[config.mk]
export PLATFORM = sky130hd
export DESIGN_NAME = seq_stage_controller
export DESIGN_NICKNAME = d
export VERILOG_FILES = /design/src/rtl/seq_stage_controller.sv
export SDC_FILE = /design/constraint.sdc
export NUM_CORES = 1
export LEC_CHECK = 0
export BUFFER_PORTS_ARGS = -buffer_cell sky130_fd_sc_hd__buf_2
export CAP_MARGIN = 10
export CORE_ASPECT_RATIO = 1.2
export CORE_MARGIN = 2
export CORE_UTILIZATION = 30
export CTS_CLUSTER_SIZE = 25
export DETAILED_ROUTE_END_ITERATION = 6
export SLEW_MARGIN = 30
export SYNTH_ARGS = -nofsm -noshare
export SYNTH_HDL_FRONTEND = slang
export SYNTH_SLANG_ARGS = --single-unit
[constraint.sdc]
create_clock -name clk -period 2.01 [get_ports clk]
set_input_delay 0.5025 -clock clk [delete_from_list [all_inputs] [get_ports clk]]
set_output_delay 0.5025 -clock clk [all_outputs]
set_load 0.02 [all_outputs]
[src/rtl/seq_stage_controller.sv]
// seq_stage_controller
// Multi-cycle sequencer for the Y86-64 SEQ datapath. Each instruction steps
// through FETCH, DECODE, EXECUTE, optional MEMORY, WRITEBACK and PCUPD as
// separate clock states. The block owns every state-changing strobe in the
// processor and folds fetch/memory faults into the architectural status code.
//
// Ports
//   clk, rst_n              rising-edge clock, async active-low reset
//   start                   begin execution (IDLE only)
//   icode, instr_valid,     fetch-unit results
//   imem_error
//   cnd                     execute-unit condition, latched in EXECUTE
//   mem_ready, dmem_error   data-memory handshake response
//   state                   current state encoding
//   fetch_en/decode_en/     one-cycle stage enables
//   execute_en
//   mem_req, mem_wr         data-memory request (held) and direction
//   cc_we, rf_we_e, rf_we_m condition-code and register-file strobes
//   pc_we                   PC update strobe
//   stat, halted            1=AOK 2=HLT 3=ADR 4=INS; HALT-state flag
//   retired, cycles         instruction and active-cycle counters (wrap)
module seq_stage_controller #(
  parameter int unsigned MEM_TIMEOUT = 15,
  parameter int unsigned CNT_W       = 32
) (
  input  logic             clk,
  input  logic             rst_n,
  input  logic             start,
  input  logic [3:0]       icode,
  input  logic             instr_valid,
  input  logic             imem_error,
  input  logic             cnd,
  input  logic             mem_ready,
  input  logic             dmem_error,
  output logic [2:0]       state,
  output logic             fetch_en,
  output logic             decode_en,
  output logic             execute_en,
  output logic             mem_req,
  output logic             mem_wr,
  output logic             cc_we,
  output logic             rf_we_e,
  output logic             rf_we_m,
  output logic             pc_we,
  output logic [2:0]       stat,
  output logic             halted,
  output logic [CNT_W-1:0] retired,
  output logic [CNT_W-1:0] cycles
);

  localparam int unsigned WAIT_W = $clog2(MEM_TIMEOUT + 1);

  typedef enum logic [2:0] {
    S_IDLE      = 3'd0,
    S_FETCH     = 3'd1,
    S_DECODE    = 3'd2,
    S_EXECUTE   = 3'd3,
    S_MEMORY    = 3'd4,
    S_WRITEBACK = 3'd5,
    S_PCUPD     = 3'd6,
    S_HALT      = 3'd7
  } state_t;

  localparam logic [2:0] STAT_AOK = 3'd1;
  localparam logic [2:0] STAT_HLT = 3'd2;
  localparam logic [2:0] STAT_ADR = 3'd3;
  localparam logic [2:0] STAT_INS = 3'd4;

  state_t             state_q, state_d;
  logic [3:0]         ir_icode;
  logic               cnd_q;
  logic [WAIT_W-1:0]  wait_cnt;
  logic [2:0]         stat_q;
  logic [CNT_W-1:0]   retired_q, cycles_q;

  // Instruction classes, all taken from the latched icode so no output
  // depends combinationally on the fetch-unit inputs.
  logic uses_mem, mem_is_wr, writes_e, writes_m, fetch_fault, fetch_halt;
  logic wait_at_limit;

  assign uses_mem  = ir_icode inside {4'h4, 4'h5, 4'h8, 4'h9, 4'hA, 4'hB};
  assign mem_is_wr = ir_icode inside {4'h4, 4'h8, 4'hA};
  assign writes_e  = (ir_icode inside {4'h3, 4'h6, 4'h8, 4'h9, 4'hA, 4'hB}) ||
                     (ir_icode == 4'h2 && cnd_q);
  assign writes_m  = ir_icode inside {4'h5, 4'hB};

  assign fetch_fault   = imem_error || !instr_valid;
  assign fetch_halt    = !fetch_fault && (icode == 4'h0);
  assign wait_at_limit = (wait_cnt == WAIT_W'(MEM_TIMEOUT));

  // State register.
  always_ff @(posedge clk or negedge rst_n) begin
    if (!rst_n) begin
      state_q <= S_IDLE;
    end else begin
      // NOTE: sequential state always uses non-blocking assignment so every
      // register samples the pre-edge values regardless of block ordering.
      state_q <= state_d;
    end
  end

  // Next-state logic.
  always_comb begin
    // NOTE: default first so every path assigns state_d and no latch forms.
    state_d = state_q;
    case (state_q)
      S_IDLE:      if (start) state_d = S_FETCH;
      S_FETCH:     state_d = (fetch_fault || fetch_halt) ? S_HALT : S_DECODE;
      S_DECODE:    state_d = S_EXECUTE;
      S_EXECUTE:   state_d = uses_mem ? S_MEMORY : S_WRITEBACK;
      S_MEMORY: begin
        // A response in the last allowed cycle beats the timeout.
        if (mem_ready)          state_d = dmem_error ? S_HALT : S_WRITEBACK;
        else if (wait_at_limit) state_d = S_HALT;
      end
      S_WRITEBACK: state_d = S_PCUPD;
      S_PCUPD:     state_d = S_FETCH;
      S_HALT:      state_d = S_HALT;
      default:     state_d = S_IDLE;
    endcase
  end

  // Output decode from registered state only.
  always_comb begin
    fetch_en   = 1'b0;
    decode_en  = 1'b0;
    execute_en = 1'b0;
    mem_req    = 1'b0;
    mem_wr     = 1'b0;
    cc_we      = 1'b0;
    rf_we_e    = 1'b0;
    rf_we_m    = 1'b0;
    pc_we      = 1'b0;
    case (state_q)
      S_FETCH:   fetch_en = 1'b1;
      S_DECODE:  decode_en = 1'b1;
      S_EXECUTE: begin
        execute_en = 1'b1;
        cc_we      = (ir_icode == 4'h6);
      end
      S_MEMORY: begin
        mem_req = 1'b1;
        mem_wr  = mem_is_wr;
      end
      S_WRITEBACK: begin
        rf_we_e = writes_e;
        rf_we_m = writes_m;
      end
      S_PCUPD:   pc_we = 1'b1;
      default:   ;
    endcase
  end

  // Instruction register, condition latch, memory wait counter, status and
  // counters.
  always_ff @(posedge clk or negedge rst_n) begin
    if (!rst_n) begin
      ir_icode  <= 4'h0;
      cnd_q     <= 1'b0;
      wait_cnt  <= '0;
      stat_q    <= STAT_AOK;
      retired_q <= '0;
      cycles_q  <= '0;
    end else begin
      if (state_q inside {S_FETCH, S_DECODE, S_EXECUTE, S_MEMORY, S_WRITEBACK, S_PCUPD})
        cycles_q <= cycles_q + CNT_W'(1);
      case (state_q)
        S_IDLE: if (start) stat_q <= STAT_AOK;
        S_FETCH: begin
          if (imem_error)          stat_q <= STAT_ADR;
          else if (!instr_valid)   stat_q <= STAT_INS;
          else if (icode == 4'h0) begin
            stat_q    <= STAT_HLT;
            retired_q <= retired_q + CNT_W'(1);
          end else                 ir_icode <= icode;
        end
        S_EXECUTE: begin
          cnd_q    <= cnd;
          wait_cnt <= '0;  // the only way into MEMORY is from here
        end
        S_MEMORY: begin
          if (mem_ready) begin
            if (dmem_error) stat_q <= STAT_ADR;
          end else if (wait_at_limit) begin
            stat_q <= STAT_ADR;
          end else begin
            wait_cnt <= wait_cnt + WAIT_W'(1);
          end
        end
        S_PCUPD: retired_q <= retired_q + CNT_W'(1);
        default: ;
      endcase
    end
  end

  assign state   = state_q;
  assign stat    = stat_q;
  assign halted  = (state_q == S_HALT);
  assign retired = retired_q;
  assign cycles  = cycles_q;

endmodule

==> results.toml <==
[routing]
via_per_inst = 4.78
drt_iter0_drc = 104
antenna_left = 0
drt_pass1_iterations = 4
wirelength_mm = 9.29
drc_errors = 0
dr_total_vias = 3121
wl_per_cell_um = 14.2

[outcome]
status = "finished, violations left"
violations = "negative setup slack"

[critical_path]
endpoint_kind = "primary output"
start_kind = "flip-flop"
critPathRequiredTime_ns = 1.51
critPathMaxFanout = 4
arrival_ns = 1.51
worstSetupPathType = "flip-flop to primary output"

[die]
die_y_um = 128
dieArea_um2 = 13700
initial_utilization_pct = 30.5
fp-row-count = 45
core-area_um2 = 12600
die_w_um = 107
ios = 92

[synthesis]
synthesis.nets = 379
synth-main-ff-cell = "dfrtp_1"
ys_warn_count = 0
synth.distinct_cells = 43
seq_area_frac_synth_pct = 51.7
ys_ff_latch = 79
synth_area_um2 = 3830
avgSynthCellArea_um2 = 10.5
syn_inst = 364
async_reset_ff_share_pct = 100
synth_edf_count = 0

[timing]
worstMarginPinSlew_ns = 0.440
clock_skew_ns = 0.00547
report.final.slew_viol_count = 0
fmax_mhz = 496
setup-tns-final_ns = -0.00741
fin_crit_ns = 2.02
rsz0062_at_grt = "yes"
finalCritPeriodShare_pct = 100
hold_viol = 0
finalSetupViolations = 1
fin_ws_ns = -0.00741
slew_headroom_pct = 70.5

[cells_and_area]
layout_commonest_cell = "buf_2"
finalCoreUtilization_pct = 41.8
multi_input_area_um2 = 1900
final_cell_mix = "82 x buf_2, 74 x dfrtp_1, 40 x xnor2_1"
drive_above_1_share_pct = 37.2
fin_area_um2 = 5250
n_antenna_cell = 0
area_growth_pct = 37.2
fillers = 1228
nets = 499
seqCellArea_um2 = 1980

[grt]
grt_antenna_before_repair = 0
grt_overflow = 0
grt_use_total_pct = 13.9
grt_max_degree = 41
grt_pass1_wl_mm = 15.2
grt_pass1_vias = 3099

[clocking]
cts.htree.levels = 3
hold_buffers = 0
clock_latency_ns = 0.33
cts_buffers = 9
cts_sinks = 79
cts_tree = "yes"
root_buffer = "clkbuf_16"
cts.path.max_buffers = 2
clk_pin_slew_ns = 0.06

[power_and_ir_drop]
leakagePower_nw = 2.59
combPwrFrac_pct = 33.0
seqPwrFrac_pct = 34.9
max-vdd-ir-drop_mv = 0.614
swShare_pct = 34.3
clockPowerShare_pct = 32.1
p_sw_mw = 2.07
power.density_nw_per_um2 = 1150
p_total_mw = 6.04
internal_power_mw = 3.97

[min_path]
hold_path.class = "input port to asynchronous set/reset pin"

[placed_design]
portBuffers = 91
gp_congestion = 0.768
placed_cell_area_um2 = 4650
post-place-ws_ns = -0.0141
dp_hpwl_mm = 6.67

[run]
drv_cap = 0
[area by class of cell]
cell class / count / share of cell area (%)
Clock inverter: 6 / 2.19
Inverter: 13 / 1.07
Multi-Input combinational cell: 261 / 36.2
Timing Repair Buffer: 120 / 14.3
Clock buffer: 10 / 4.55
Tap cell: 164 / 3.91
Sequential cell: 79 / 37.8
[power by group through the flow]
stage / sequential, mW / clock [mW] / combinational [mW]
after floorplan: 2.31 / 0 / 0.943
after global placement: 2.12 / 0 / 1.67
after detailed placement: 2.14 / 0 / 1.71
after CTS: 2.09 / 2.00 / 1.86
after global routing: 2.14 / 2.07 / 2.19
final: 2.10 / 1.94 / 1.99
[critical path, stage by stage, from the launching register on]
cell	delay, ns
dfrtp_2	0.42
or3b_4	0.42
nor3_2	0.17
buf_4	0.16
[worst paths after layout]
kind | slack [ns] | cells after the start | start | to
setup / recovery | -0.007 | 3 | state[1] | mem_wr
hold / removal | 0.11 | 1 | rst_n | retired[12]
setup reg to reg | 0.01 | 8 | state[0] | retired[13]
hold reg to reg | 0.48 | 1 | cycles[31] | cycles[31]
max in group asynchronous | 1.30 | 2 | rst_n | stat[0]
min in group clk | 0.40 | 2 | instr_valid | stat[2]
[what timing repair did]
action / CTS / global route
resized for setup: 15 / 32
buffers inserted: 5 / 3
setup endpoints to repair: 6 / 26
pin swaps: 2 / 5
[cells by family (layout without fill, tap and decap cells)]
group	count (synthesis)	in the layout	synth area share, %
fa+ha+maj	3	3	0.981
xor+xnor	62	62	14.2
flops	79	79	51.7
mux	9	9	2.62
buf+inv	24	149	2.98
simple gates	160	160	23.3
compound gates	27	27	4.28
[through the flow]
| stage | cells | hold WS (ns) |
|---|---|---|
| after floorplan | 364 | 0.207 |
| after global placement | 629 | 0.458 |
| after detailed placement | 629 | 0.475 |
| after CTS | 650 | 0.114 |
| after global routing | 653 | 0.127 |
| final | 653 | 0.110 |
[cells in the mapped netlist, types with 3 or more instances]
library cell  instances  area (µm²)
xnor2_1              40         350
nand4_1              21         131
o21ai_0              12        60.1
and4_1                4        35.0
xor2_1               22         193
clkbuf_1              6        22.5
or3_1                 4        25.0
buf_2                 3        15.0
a21oi_1               6        30.0
nor4_1                4        25.0
nor2_1               27         101
nor3_1               10        50.1
nand3_1              30         150
nand2_1              28         105
mux2_2                8        90.1
and3_1                8        50.1
and2_1                4        25.0
inv_1                12        45.0
nor3b_1               3        22.5
ha_1                  3        37.5
dfrtp_1              78        1950
nor3_2                4        40.0
[per-layer routing]
metal	vias to the layer above	global-route usage (%)	routed length [µm]
li1	1510	-	-
met1	1538	17.6	4070
met2	66	23.3	4730
met3	7	3.41	389
met4	0	4.58	108
met5	-	0	0
[sequential cells by signal (all words and copies together) (netlist names)]
signal    count
wait_cnt      4
retired      32
state         3
ir_icode      4
cnd_q         1
cycles       32
stat          3
(Power assumes the default switching activity.)
